[config.mk]
export PLATFORM = sky130hd
export DESIGN_NAME = rom_fetch_arbiter
export DESIGN_NICKNAME = d
export VERILOG_FILES = /design/src/rtl/rom_ctrl_pkg.sv /design/src/rtl/rom_rr_arbiter.sv /design/src/rtl/rom_fetch_arbiter.sv
export SDC_FILE = /design/constraint.sdc
export NUM_CORES = 1
export LEC_CHECK = 0
export ABC_AREA = 1
export CORE_MARGIN = 5
export CORE_UTILIZATION = 43
export CTS_BUF_LIST = sky130_fd_sc_hd__clkbuf_16
export DETAILED_ROUTE_END_ITERATION = 6
export GPL_ROUTABILITY_DRIVEN = 0
export HOLD_SLACK_MARGIN = 0.05
export PLACE_DENSITY = 0.86
export SYNTH_ARGS = -nofsm -noshare
export SYNTH_HDL_FRONTEND = slang
export SYNTH_SLANG_ARGS = --single-unit
[constraint.sdc]
create_clock -name clock -period 4 [get_ports clock]
set_input_delay 0.4 -clock clock [delete_from_list [all_inputs] [get_ports clock]]
set_output_delay 0.4 -clock clock [all_outputs]
set_load 0.005 [all_outputs]
[src/rtl/rom_ctrl_pkg.sv]
// Shared definitions for the ROM fetch arbiter: FSM state encoding,
// requester IDs and the default read wait-cycle count.
package rom_ctrl_pkg;

  typedef enum logic [1:0] {
    ST_IDLE  = 2'd0,
    ST_SETUP = 2'd1,
    ST_READ  = 2'd2,
    ST_RESP  = 2'd3
  } rom_state_e;

  localparam logic REQ_IF = 1'b0;
  localparam logic REQ_DR = 1'b1;

  localparam int unsigned ROM_WAIT_CYCLES_DEFAULT = 1;

  // Reload value for the 4-bit READ down-counter (counts WAIT_CYCLES-1 .. 0).
  function automatic logic [3:0] wait_load(input int unsigned wait_cycles);
    return 4'(wait_cycles - 1);
  endfunction

endpackage

[src/rtl/rom_rr_arbiter.sv]
// Two-requester grant logic for the ROM port (IF = grant[0], DR = grant[1]).
// Build option ROM_ARB_RR_EN: round-robin with a last-grant register;
// without it, fixed priority with IF always winning.
module rom_rr_arbiter
  import rom_ctrl_pkg::*;
(
  input  logic       clock,
  input  logic       reset_n,
  input  logic       en,
  input  logic       if_valid,
  input  logic       dr_valid,
  output logic [1:0] grant
);

`ifdef ROM_ARB_RR_EN
  logic last_q;
  logic last_d;

  // Contended cycles go to whoever was not served last; a lone requester always wins.
  always_comb begin
    grant = '0;
    if (en) begin
      if (if_valid && dr_valid) begin
        grant = (last_q == REQ_DR) ? 2'b01 : 2'b10;
      end else if (if_valid) begin
        grant = 2'b01;
      end else if (dr_valid) begin
        grant = 2'b10;
      end
    end
  end

  // A grant is always an accept (ready is the grant), so record it every time.
  always_comb begin
    last_d = last_q;
    if (grant[0]) begin
      last_d = REQ_IF;
    end else if (grant[1]) begin
      last_d = REQ_DR;
    end
  end

  // Last-grant register; resets to DR so IF takes the first contended cycle.
  always_ff @(posedge clock or negedge reset_n) begin
    if (!reset_n) begin
      last_q <= REQ_DR;
    end else begin
      last_q <= last_d;
    end
  end
`else
  logic unused_inputs;
  assign unused_inputs = ^{clock, reset_n};

  // Fixed priority: IF beats DR whenever both are valid.
  always_comb begin
    grant = '0;
    if (en) begin
      if (if_valid) begin
        grant = 2'b01;
      end else if (dr_valid) begin
        grant = 2'b10;
      end
    end
  end
`endif

endmodule

[src/rtl/rom_fetch_arbiter.sv]
// ROM port sequencer shared by instruction fetch (IF) and read-only data (DR).
// One access at a time: IDLE -> SETUP -> READ (WAIT_CYCLES) -> RESP, or
// IDLE -> RESP directly for a misaligned address (err=1, data=0, ROM untouched).
// Build option ROM_ARB_RR_EN selects round-robin arbitration (see rom_rr_arbiter).
module rom_fetch_arbiter
  import rom_ctrl_pkg::*;
#(
  parameter int unsigned ADDR_W      = 32,
  parameter int unsigned DATA_W      = 64,
  parameter int unsigned WAIT_CYCLES = ROM_WAIT_CYCLES_DEFAULT
) (
  input  logic              clock,
  input  logic              reset_n,

  input  logic              if_req_valid,
  output logic              if_req_ready,
  input  logic [ADDR_W-1:0] if_req_addr,
  output logic              if_rsp_valid,
  input  logic              if_rsp_ready,
  output logic [DATA_W-1:0] if_rsp_data,
  output logic              if_rsp_err,

  input  logic              dr_req_valid,
  output logic              dr_req_ready,
  input  logic [ADDR_W-1:0] dr_req_addr,
  output logic              dr_rsp_valid,
  input  logic              dr_rsp_ready,
  output logic [DATA_W-1:0] dr_rsp_data,
  output logic              dr_rsp_err,

  output logic [ADDR_W-1:0] rom_address,
  output logic              rom_chip_select,
  output logic              rom_output_enable,
  input  logic [DATA_W-1:0] rom_data
);

  localparam logic [3:0] WAIT_LOAD = wait_load(WAIT_CYCLES);

  rom_state_e        state_q, state_d;
  logic [3:0]        cnt_q, cnt_d;
  logic              owner_q, owner_d;
  logic [ADDR_W-1:0] rom_addr_q, rom_addr_d;
  logic [DATA_W-1:0] data_q, data_d;
  logic              err_q, err_d;

  logic [1:0]        grant;
  logic [ADDR_W-1:0] sel_addr;
  logic              owner_rsp_ready;

  rom_rr_arbiter u_arb (
    .clock    (clock),
    .reset_n  (reset_n),
    .en       (state_q == ST_IDLE),
    .if_valid (if_req_valid),
    .dr_valid (dr_req_valid),
    .grant    (grant)
  );

  assign sel_addr        = grant[1] ? dr_req_addr : if_req_addr;
  assign owner_rsp_ready = (owner_q == REQ_DR) ? dr_rsp_ready : if_rsp_ready;

  // Next-state logic: accept/latch in IDLE, count READ cycles, release on handshake.
  always_comb begin
    state_d    = state_q;
    cnt_d      = cnt_q;
    owner_d    = owner_q;
    rom_addr_d = rom_addr_q;
    data_d     = data_q;
    err_d      = err_q;
    unique case (state_q)
      ST_IDLE: begin
        if (grant != 2'b00) begin
          owner_d = grant[1] ? REQ_DR : REQ_IF;
          if (sel_addr[1:0] != 2'b00) begin
            // rom_address is left alone so it only changes for real ROM accesses.
            data_d  = '0;
            err_d   = 1'b1;
            state_d = ST_RESP;
          end else begin
            rom_addr_d = sel_addr;
            cnt_d      = WAIT_LOAD;
            err_d      = 1'b0;
            state_d    = ST_SETUP;
          end
        end
      end
      ST_SETUP: begin
        state_d = ST_READ;
      end
      ST_READ: begin
        if (cnt_q == '0) begin
          data_d  = rom_data;
          state_d = ST_RESP;
        end else begin
          cnt_d = cnt_q - 4'd1;
        end
      end
      ST_RESP: begin
        if (owner_rsp_ready) begin
          state_d = ST_IDLE;
        end
      end
      default: begin
        state_d = ST_IDLE;
      end
    endcase
  end

  // State and datapath registers; reset discards any in-flight access.
  always_ff @(posedge clock or negedge reset_n) begin
    if (!reset_n) begin
      state_q    <= ST_IDLE;
      cnt_q      <= '0;
      owner_q    <= REQ_IF;
      rom_addr_q <= '0;
      data_q     <= '0;
      err_q      <= 1'b0;
    end else begin
      state_q    <= state_d;
      cnt_q      <= cnt_d;
      owner_q    <= owner_d;
      rom_addr_q <= rom_addr_d;
      data_q     <= data_d;
      err_q      <= err_d;
    end
  end

  // Output decode from registered state; strobes and response valids never see inputs.
  always_comb begin
    rom_chip_select   = 1'b0;
    rom_output_enable = 1'b0;
    if_rsp_valid      = 1'b0;
    dr_rsp_valid      = 1'b0;
    unique case (state_q)
      ST_SETUP: begin
        rom_chip_select = 1'b1;
      end
      ST_READ: begin
        rom_chip_select   = 1'b1;
        rom_output_enable = 1'b1;
      end
      ST_RESP: begin
        if (owner_q == REQ_DR) begin
          dr_rsp_valid = 1'b1;
        end else begin
          if_rsp_valid = 1'b1;
        end
      end
      default: begin
      end
    endcase
  end

  assign if_req_ready = grant[0];
  assign dr_req_ready = grant[1];
  assign rom_address  = rom_addr_q;
  assign if_rsp_data  = data_q;
  assign dr_rsp_data  = data_q;
  assign if_rsp_err   = err_q;
  assign dr_rsp_err   = err_q;

endmodule

; ---- Word-level counts from Yosys, hierarchy flattened
; Index checks and enable logic that the tools add are counted.
[op_classes]
addsub = 1
mul = 0
n_div = 0
order_cmp = 0
n_eq_ne = 9
shifts = 0
mux = 26
n_bitwise = 1
n_reduce_logical = 11
[ops]
columns = cell, count
row1 = 64-bit 2-to-1 mux, 3
row2 = 64-bit case mux with 2 select lines, 1
row3 = 32-bit 2-to-1 mux, 1
row4 = 2-bit 2-to-1 mux, 7
row5 = 4-bit 2-to-1 mux, 3
row6 = 2-bit inequality test (second input constant), 6
row7 = 1-bit 2-to-1 mux, 9
row8 = 2-bit case mux with 4 select lines, 1
row9 = 4-bit case mux with 2 select lines, 1
row10 = 4-bit AND reduction, 2
row11 = 3-bit AND reduction, 2
row12 = 2-bit nonzero test, 3
row13 = 2-bit equality test (second input constant), 2
row14 = 4-bit zero test, 1
row15 = 4-bit by 1-bit subtractor with 4-bit output (second input constant), 1
row16 = 2-bit by 1-bit equality test with 1-bit output (second input constant), 1
row17 = 2-bit zero test, 1
row18 = 2-bit AND reduction, 1
row19 = 2-bit OR reduction, 1
row20 = 1-bit NOT, 1
[word_totals]
regBits = 104
latchBits = 0
ram_bits = 0
romBits = 0
input_bits = 134
output_inout_bits = 168
mem_count = 0

; ---- Longest topological paths before layout
; Gate-level depths: netlist (run 1).
[logic_depth]
word_depth = 8
ltp_mapped = 11
depth_no_buf = 10

; ---- By module
; From an unflattened synthesis (run 1), not the netlist that was laid out.
[hier_totals]
hier_cells = 741
area_unflattened_um2 = 5674.2
[modules_own_cells]
columns = mod, n_inst, cells_each, area_each_um2, seq_area_each_um2
row1 = rom_fetch_arbiter, 1, 737, 5656.7, 2602.5
row2 = rom_rr_arbiter, 1, 4, 17.5, 0.0

; ---- Worst setup path before layout (run 1)
; Ideal clock, no wire load.
[synth_timing]
kind = register -> register
from = register state_q[0]
to = register data_q[0], in the netlist dr_rsp_data[0]
arrival_time_ps = 1672
required_ps = 3883
path_slack_ps = 2211
stages_incl_launch_ff = 12
synth_period_minus_slack_ps = 1789
cell_sequence = dfrtp_1 -> inv_1 -> ha_1 -> nand2_2 -> nor2_4 -> nand2_2 -> nand3_2 -> nand2_2 -> buf_6 -> buf_6 -> nand3_1 -> nand2_1
[synth_between]
elab_chain_len = 6
[synth_rtl]
columns = item, line_no
row1 = "start, declared", rom_fetch_arbiter.sv:39  ; rom_state_e state_q, state_d;
row2 = "start signal, assigned", rom_fetch_arbiter.sv:119  ; state_q <= state_d;
row3 = 2-bit zero test, "rom_fetch_arbiter.sv:53, rom_fetch_arbiter.sv:70"
row4 = 2-bit 2-to-1 mux, rom_rr_arbiter.sv:58  ; if (en) begin
row5 = 32-bit 2-to-1 mux, rom_fetch_arbiter.sv:59  ; assign sel_addr = grant[1] ? dr_req_addr : if_req_addr;
row6 = 2-bit nonzero test, rom_fetch_arbiter.sv:74  ; if (sel_addr[1:0] != 2'b00) begin
row7 = 2-bit inequality test (no line), -
row8 = 4-bit AND reduction (no line), -
row9 = "end signal, assigned", rom_fetch_arbiter.sv:123  ; data_q <= data_d;
row10 = "end, declared", rom_fetch_arbiter.sv:43  ; logic [DATA_W-1:0] data_q, data_d;
; Several ways; a longest one is shown, not always the timed one.
; A chain may end at the register's enable or synchronous reset.

; ---- Final worst setup path (run 1)
[layout_timing]
from = register state_q[0]
to = output port dr_req_ready
[layout_between]
elab_chain_len = 2
[layout_rtl]
columns = item, line_no
row1 = 2-bit zero test, rom_fetch_arbiter.sv:53  ; .en (state_q == ST_IDLE),
row2 = 2-bit 2-to-1 mux, rom_rr_arbiter.sv:58
row3 = "end, declared", rom_fetch_arbiter.sv:24  ; output logic dr_req_ready,
; No other way between the ends.

==> results of run 1 <==
[per-stage QoR]
stage	setup WS (ns)	area (um^2)	total power [mW]	utilization, %	instances
global placement	1.53	8340	5.48	63.0	1170
floorplan	2.21	5790	3.96	-	790
CTS	1.19	8620	6.42	65.1	1186
detailed placement	1.47	8340	5.57	63.0	1170
finish	1.23	8620	6.34	65.1	1186
global route	1.07	8620	6.82	65.1	1186
[cell usage in the layout (no fill, tap or decap), drive strengths merged]
cell type,n
nand2,339
inv,112
ha,6
or2,2
o21ai,32
nand3,73
a21oi,3
nor2,13
clkbuf,9
buf,8
nor3,1
clkinvlp,2
a21boi,1
dfrtp,104
xnor2,1
clkdlybuf4s50,300
clkinv,2
nand4,2
[layer usage]
layer	routed length, um	track usage [%]
met1	6330	23.3
met2	8520	36.0
met3	1610	6.10
met4	461	7.26
met5	0	0
[critical path, stage by stage, from the launching register on]
cell	delay, ns
dfrtp_1	0.41
inv_1	0.11
ha_1	0.36
nand2_2	0.12
nor2_4	0.13
buf_4	0.32
clkdlybuf4s50_1	0.57
[registers in the layout (all words and copies together) (netlist names)]
name and cells:
cnt_q 4, dr_rsp_err 1, rom_address 32, dr_rsp_data 64
owner_q 1, state_q 2
[cell families (layout without fill, tap and decap cells)]
| logic type | Yosys count | count (layout) | synth area share (%) |
|---|---|---|---|
| buf+inv | 213 | 433 | 20.0 |
| simple gates | 430 | 430 | 30.3 |
| fa+ha+maj | 6 | 6 | 1.30 |
| flops | 104 | 104 | 45.0 |
| xor+xnor | 1 | 1 | 0.151 |
| compound gates | 36 | 36 | 3.35 |
[final cells by class]
cell class | count | area, um^2 | share of cell area (%)
Clock inverter | 7 | 55.1 | 0.639
Clock buffer | 9 | 225 | 2.61
Sequential cell | 104 | 2600 | 30.2
Tap cell | 176 | 220 | 2.55
Inverter | 109 | 409 | 4.75
Timing Repair Buffer | 308 | 3080 | 35.7
Multi-Input combinational cell | 473 | 2030 | 23.6
[final timing paths]
check | start | to | cells after the start
worst max register to register | state_q[0] | dr_rsp_data[42] | 8
worst min register to register | cnt_q[1] | cnt_q[1] | 2
max in group asynchronous | reset_n | dr_rsp_data[26] | 2
min in group clock | cnt_q[1] | cnt_q[1] | 2
worst min-delay path | reset_n | dr_rsp_data[33] | 1
worst max-delay path | state_q[0] | dr_req_ready | 6
[where the power goes]
group / switching [mW] / total, mW / internal (mW)
Clock: 0.416 / 0.846 / 0.430
Sequential: 0.397 / 1.95 / 1.56
Combinational: 1.65 / 3.54 / 1.89
Total: 2.46 / 6.34 / 3.88
==> flow_metrics.tcl, run 1 <==
set metrics [dict create \
    status "finished clean" \
    tritoncts "built" \
    insertedDiodeCount 0 \
    clock-sinks 104 \
    grt_pass1_wl_mm 26.2 \
    dieArea_um2 15900 \
    regToRegSetupSlack_ns 1.43 \
    max_cap_violations 0 \
    maxSlewViolCount 0 \
    drc 0 \
    synth_warnings 0 \
    drtIter0Drc 357 \
    fin_hold_ws_ns 0.168 \
    yosys.area.top_type "dfrtp_1" \
    track_usage_pct 20.4 \
    fin_nets 1145 \
    portBuffers 301 \
    ir_drop_mv 0.374 \
    yosysTopAreaCellShare_pct 45.0 \
    clock_path_buffers 2 \
    postSynthCellCount 790 \
    grt_overflow 0 \
    vias_per_cell 4.63 \
    grt_pass1_vias 5216 \
    ys_seq_elements 104 \
    worst_ep_required_time_ns 3.60 \
    ctsResizeCount 0 \
    syn_to_final_growth_pct 49.0 \
    min_path_type "in -> async" \
    avgSynthCellArea_um2 7.33 \
    fin_tns_setup_ns 0 \
    ctsHoldBuffers 0 \
    start_util_pct 43.7 \
    start_kind "register" \
    syn_area_um2 5790 \
    dieHeight_um 126 \
    arrival_ns 2.37 \
    skew_ns 0.00705 \
    wl_per_cell_um 14.3 \
    cts_made_buffers 9 \
    fin_crit_ns 2.77 \
    io_pins 302 \
    max_slew_margin_pct 37.5 \
    yosys-top-cells-count "334 x nand2_1, 109 x inv_1, 104 x dfrtp_1" \
    dpl.hpwl_mm 13.0 \
    ant_nets 0 \
    root_buffer "clkbuf_16" \
    synth_edf_count 0 \
    clk_latency_ns 0.34 \
    dieWidth_um 126 \
    critPathKind "reg -> out" \
    setup_viol 0 \
    cts-htree-levels 3 \
    yosysMostFrequentCell "nand2_1" \
    firstDrtPassIters 4 \
    asyncSetResetFlopFracSynth_pct 100 \
    worstMarginPinSlew_ns 0.937 \
    synth_cell_types 25 \
    final_hold_viol_count 0 \
    synth_seq_area_share_pct 45.0 \
    power_density_nw_per_um2 736 \
    max_clock_freq_mhz 361 \
    routed-via-count 5486 \
    leakage_nw 4.53 \
    yosys-top-cells-area "dfrtp_1 45%, nand2_1 22%, buf_4 8.4%" \
    grt_max_degree 74 \
    dominantRegCellSynth "dfrtp_1" \
    worst_setup_path_end_kind "output pin" \
    rsz0062_at_grt "false" \
    cp_max_fo 32 \
    wl_mm 16.9 \
    final_layout_size_suffix_gt1_share_pct 3.66 \
    syn_nets 930 \
    num_rows 42 \
    n_fill_cell 1135 \
    path_clk_slew_ns 0.08 \
    cts_setup_buffers 0 \
    antenna_found_initial 0 \
    period_share_pct 69.2 \
    core_um2 13200 \
]
(Power assumes the default switching activity.)
==> run 2, diff against run 1 <==
--- a/config.mk
+++ b/config.mk
@@ -7,12 +7,12 @@
 export LEC_CHECK = 0
 export ABC_AREA = 1
 export CORE_MARGIN = 5
-export CORE_UTILIZATION = 43
+export CORE_UTILIZATION = 36
 export CTS_BUF_LIST = sky130_fd_sc_hd__clkbuf_16
 export DETAILED_ROUTE_END_ITERATION = 6
 export GPL_ROUTABILITY_DRIVEN = 0
 export HOLD_SLACK_MARGIN = 0.05
-export PLACE_DENSITY = 0.86
+export PLACE_DENSITY = 0.77
 export SYNTH_ARGS = -nofsm -noshare
 export SYNTH_HDL_FRONTEND = slang
 export SYNTH_SLANG_ARGS = --single-unit
==> constraint.sdc (replaced) <==
create_clock -name clock -period 2.2 [get_ports clock]
set_input_delay 0.22 -clock clock [delete_from_list [all_inputs] [get_ports clock]]
set_output_delay 0.22 -clock clock [all_outputs]
set_load 0.005 [all_outputs]
==> run 2 against run 1 <==
Sequential power up 83%. Final cell count grew 4.2%. Core utilization fell by 9.5 points. Register-to-register slack got worse by 1.1 ns. Die area up 18%. Count of clock-buffer cells in the layout is the same. Combinational power rose by 92%. Flip-flop and latch count is the same. Clock skew increased by 0.0020 ns. Total power rose by 86%. Highest routed layer unchanged. Worst hold slack improved by 0.20 ns. Clock power grew 68%.
==> flow_metrics.tcl, run 2 (same netlist as run 1, synthesis figures left out) <==
set metrics [dict create \
    n_fill_cell 1461 \
    start_kind "register" \
    max_cap_violations 0 \
    skew_ns 0.00910 \
    worstMarginPinSlew_ns 0.392 \
    critPathKind "reg -> out" \
    worstRegToRegCells 11 \
    routed-via-count 5402 \
    drtIter0Drc 219 \
    track_usage_pct 17.8 \
    finalPower_mw 11.8 \
    num_rows 46 \
    cp-startpoint "state_q[1]" \
    rsz0062_at_grt "false" \
    ant_nets 0 \
    timing.rr.start "state_q[1]" \
    clock_path_buffers 2 \
    regToRegSetupSlack_ns 0.32 \
    final_hold_viol_count 0 \
    dieArea_um2 18700 \
    p_sw_mw 4.48 \
    worst_slack_ns 0.140 \
    multi_input_area_um2 2040 \
    place_ws_ns 0.229 \
    period_share_pct 93.6 \
    final_cell_mix "334 x nand2_1, 300 x clkdlybuf4s50_1, 109 x inv_1" \
    path_clk_slew_ns 0.07 \
    portBuffers 301 \
    worst_setup_path_end_kind "output pin" \
    clock-sinks 104 \
    io_pins 302 \
    largest_reg_flops 64 \
    dieWidth_um 137 \
    firstDrtPassIters 4 \
    syn_to_final_growth_pct 52.2 \
    power_frac_comb_pct 57.7 \
    min_path_type "in -> async" \
    root_buffer "clkbuf_16" \
    wl_mm 17.1 \
    tritoncts "built" \
    ir_drop_mv 0.712 \
    switching_share_pct 38.1 \
    maxSlewViolCount 0 \
    max_slew_margin_pct 73.9 \
    grt_pass1_wl_mm 26.4 \
    grt_overflow 0 \
    cp-endpoint "if_req_ready" \
    fin_crit_ns 2.06 \
    dpl.hpwl_mm 13.0 \
    cts-htree-levels 3 \
    max_clock_freq_mhz 485 \
    arrival_ns 1.84 \
    power_density_nw_per_um2 1340 \
    status "finished clean" \
    seqPwrFrac_pct 30.2 \
    insertedDiodeCount 0 \
    p_int_mw 7.29 \
    clk_latency_ns 0.34 \
    vias_per_cell 4.37 \
    final_layout_size_suffix_gt1_share_pct 4.31 \
    core_um2 15800 \
    design_area_um2 8800 \
    antenna_found_initial 0 \
    worst_ep_required_time_ns 1.98 \
    r2r-end "dr_rsp_data[3]" \
    fin_tns_setup_ns 0 \
    grt_pass1_vias 5215 \
    drc 0 \
    leakage_nw 4.60 \
    clkPwrFrac_pct 12.1 \
    grt_max_degree 59 \
    seqCellArea_um2 2600 \
    dieHeight_um 137 \
    fin_nets 1156 \
    dpl_cell_area_um2 8530 \
    cp_max_fo 5 \
    start_util_pct 36.6 \
    wl_per_cell_um 13.9 \
    setup_viol 0 \
    mostFrequentLayoutCell "nand2_1" \
    cts_made_buffers 9 \
]
run 2: cell types whose count changed in the layout (fill, tap and decap cells not counted), sizes merged:
cell | before | now
buf | 8 | 18
dlygate4sd3 | 0 | 1
inv | 112 | 111
run 2: layout make-up:
type | instances | share of cell area (%)
clock buffers | 9 | 2.56
clock inverters | 6 | 0.341
inverters | 109 | 4.65
multi-input cells | 473 | 23.2
flip-flops and latches | 104 | 29.6
well taps | 216 | 3.07
repair buffers | 319 | 36.6
run 2: repair_timing:
| item | 4_1_cts | 5_1_grt |
|---|---|---|
| endpoints found under the hold margin | 26 | 0 |
| setup endpoints to repair | 0 | 2 |
| buffers inserted | 0 | 0 |
| resized for setup | 0 | 3 |
| hold buffers | 1 | 0 |
run 2: how the worst min path moves through the flow:
stage,from,endpoint,depth (start not counted)
2_1_floorplan,reset_n,cnt_q[0],0
3_3_place_gp,reset_n,rom_address[12],1
3_5_place_dp,reset_n,rom_address[12],1
4_1_cts,reset_n,rom_address[12],2
5_1_grt,reset_n,rom_address[12],2
6_report,reset_n,rom_address[12],2
run 2: stage by stage:
step,std cells,util [%],hold WS [ns]
after floorplan,790,-,-0.0756
after global placement,1220,53.9,0.171
after detailed placement,1220,53.9,0.170
after CTS,1236,55.5,0.340
after global routing,1236,55.6,0.395
final,1236,55.6,0.367
run 2: power by group through the flow:
stage               Combinational, mW  Clock [mW]  Sequential (mW)
floorplan                        3.70           0             3.50
global placement                 6.76           0             3.57
detailed placement               6.87           0             3.59
CTS                              6.88        1.47             3.58
global route                     7.51        1.56             3.70
finish                           6.80        1.42             3.56
run 2: worst max-delay path, cell delays in order (launching register included):
cell	delay, ns
dfrtp_1	0.41
inv_1	0.12
ha_4	0.16
buf_4	0.14
nand2_1	0.07
inv_1	0.08
clkdlybuf4s50_1	0.52
run 2: metal layers:
| metal | up-vias | global-route usage (%) | share of wire (%) |
|---|---|---|---|
| met5 | - | 0 | 0 |
| met3 | 9 | 5.63 | 11 |
| li1 | 2744 | - | - |
| met1 | 2422 | 21.0 | 39 |
| met4 | 0 | 4.82 | 0.90 |
| met2 | 227 | 31.4 | 49 |
==> run 3, diff against run 2 <==
--- a/config.mk
+++ b/config.mk
@@ -7,12 +7,12 @@
 export LEC_CHECK = 0
 export ABC_AREA = 1
 export CORE_MARGIN = 5
-export CORE_UTILIZATION = 36
+export CORE_UTILIZATION = 40
 export CTS_BUF_LIST = sky130_fd_sc_hd__clkbuf_16
 export DETAILED_ROUTE_END_ITERATION = 6
 export GPL_ROUTABILITY_DRIVEN = 0
 export HOLD_SLACK_MARGIN = 0.05
-export PLACE_DENSITY = 0.77
+export PLACE_DENSITY = 0.81
 export SYNTH_ARGS = -nofsm -noshare
 export SYNTH_HDL_FRONTEND = slang
 export SYNTH_SLANG_ARGS = --single-unit
==> constraint.sdc (replaced) <==
create_clock -name clock -period 2.35 [get_ports clock]
set_input_delay 0.235 -clock clock [delete_from_list [all_inputs] [get_ports clock]]
set_output_delay 0.235 -clock clock [all_outputs]
set_load 0.005 [all_outputs]
==> run 3 against run 2 <==
Total power is 4.5% lower. Global-route usage is 1.5 points higher. Count of clock-buffer cells in the layout stayed put. Flip-flop and latch count stayed put. Register-to-register slack better by 0.07 ns. Final cell count is 2.6% lower. Highest routed layer unchanged.
==> flow_metrics.tcl, run 3 (same netlist as run 1, synthesis figures left out) <==
set metrics [dict create \
    clk_latency_ns 0.35 \
    cts_made_buffers 9 \
    dieArea_um2 17000 \
    ir_drop_mv 0.563 \
    wl_per_cell_um 14.3 \
    setup_viol 0 \
    portBuffers 301 \
    max_slew_margin_pct 62.4 \
    antenna_found_initial 0 \
    largest_reg_flops 64 \
    start_kind "register" \
    drc 0 \
    path_clk_slew_ns 0.07 \
    num_rows 44 \
    max_clock_freq_mhz 448 \
    cp_max_fo 13 \
    grt_overflow 0 \
    leakage_nw 4.62 \
    power_density_nw_per_um2 1280 \
    routed-via-count 5526 \
    arrival_ns 2.00 \
    grt_pass1_wl_mm 25.8 \
    clock-sinks 104 \
    period_share_pct 94.9 \
    core_um2 14400 \
    grt_max_degree 54 \
    ant_nets 0 \
    worst_setup_path_end_kind "output pin" \
    rsz0062_at_grt "false" \
    final_cell_mix "334 x nand2_1, 300 x clkdlybuf4s50_1, 108 x inv_1" \
    drtIter0Drc 390 \
    fin_crit_ns 2.23 \
    tritoncts "built" \
    status "finished clean" \
    root_buffer "clkbuf_16" \
    max_cap_violations 0 \
    skew_ns 0.00642 \
    vias_per_cell 4.59 \
    grt_pass1_vias 5163 \
    start_util_pct 40.3 \
    placed_cells 1188 \
    track_usage_pct 19.4 \
    insertedDiodeCount 0 \
    n_fill_cell 1265 \
    cts-htree-levels 3 \
    wl_mm 17.2 \
    io_pins 302 \
    clock_path_buffers 2 \
    final_hold_viol_count 0 \
    maxSlewViolCount 0 \
    firstDrtPassIters 4 \
    final_layout_size_suffix_gt1_share_pct 4.41 \
    fin_cells 1204 \
    dieWidth_um 130 \
    cts_setup_buffers 0 \
    worst_ep_required_time_ns 2.12 \
    dpl.hpwl_mm 13.1 \
    fin_tns_setup_ns 0 \
    mostFrequentLayoutCell "nand2_1" \
    fin_nets 1156 \
    syn_to_final_growth_pct 52.2 \
    worstMarginPinSlew_ns 0.564 \
    critPathKind "reg -> out" \
    min_path_type "in -> async" \
    dieHeight_um 130 \
]
## run 3: changes by cell type in the layout (fill, tap and decap cells not counted), sizes merged
cell	change
inv	-1
bufinv	+2
clkinvlp	-1
## run 3: path summary, 6_finish.rpt
| path | to | startpoint | slack [ns] | cells past startpoint |
|---|---|---|---|---|
| min reg2reg | cnt_q[1] | cnt_q[1] | 0.49 | 2 |
| min | rom_address[4] | reset_n | 0.41 | 2 |
| max in group asynchronous | dr_rsp_data[10] | reset_n | 1.29 | 3 |
| min in group clock | cnt_q[1] | cnt_q[1] | 0.49 | 2 |
| max reg2reg | dr_rsp_data[34] | state_q[0] | 0.39 | 11 |
| max | dr_req_ready | state_q[0] | 0.12 | 6 |
## run 3: metrics by stage
stage               util [%]  hold WS (ns)  cell area, um^2  power, mW  worst slack, ns
floorplan                  -       -0.0606             5790       6.74            0.561
global placement        59.0         0.243             8470       9.61            0.393
detailed placement      59.0         0.247             8470       9.76            0.290
CTS                     61.2         0.409             8800       11.4          0.00763
global route            61.3         0.453             8810       12.2           0.0107
finish                  61.3         0.407             8810       11.3            0.119
## run 3: routing by layer
metal / GRT usage (%) / up-vias / routed length (um)
li1: - / 2745 / -
met1: 22.5 / 2519 / 6540
met2: 33.3 / 232 / 8410
met3: 5.77 / 30 / 1750
met4: 8.25 / 0 / 463
met5: 0 / - / 0
## run 3: report_power, final
group / internal, mW / switching (mW) / leakage [nW]
Sequential: 2.65 / 0.687 / 1.35
Clock: 0.924 / 0.658 / 0.147
Combinational: 3.45 / 2.88 / 3.12
Total: 7.03 / 4.23 / 4.62
## run 3: repair_timing
item,in CTS,in global routing
setup endpoints to repair,1,1
gates resized for setup,1,2
cloned,0,0
endpoints found under the hold margin,36,0
hold buffers,1,0
## run 3: critical path, stage by stage, from the launching register on
cell and delay, ns:
dfrtp_1 0.40, inv_1 0.15, ha_4 0.20, nand2_2 0.08
nor2_4 0.13, buf_6 0.17, clkdlybuf4s50_1 0.52
## run 3: cell type report
cell class                      count  area (um^2)  area share (%)
Timing Repair Buffer              319         3210            36.5
Sequential cell                   104         2600            29.5
Multi-Input combinational cell    473         2040            23.2
Inverter                          109          409            4.64
Tap cell                          184          230            2.61
Clock buffer                        9          225            2.56
Clock inverter                      6         83.8           0.952
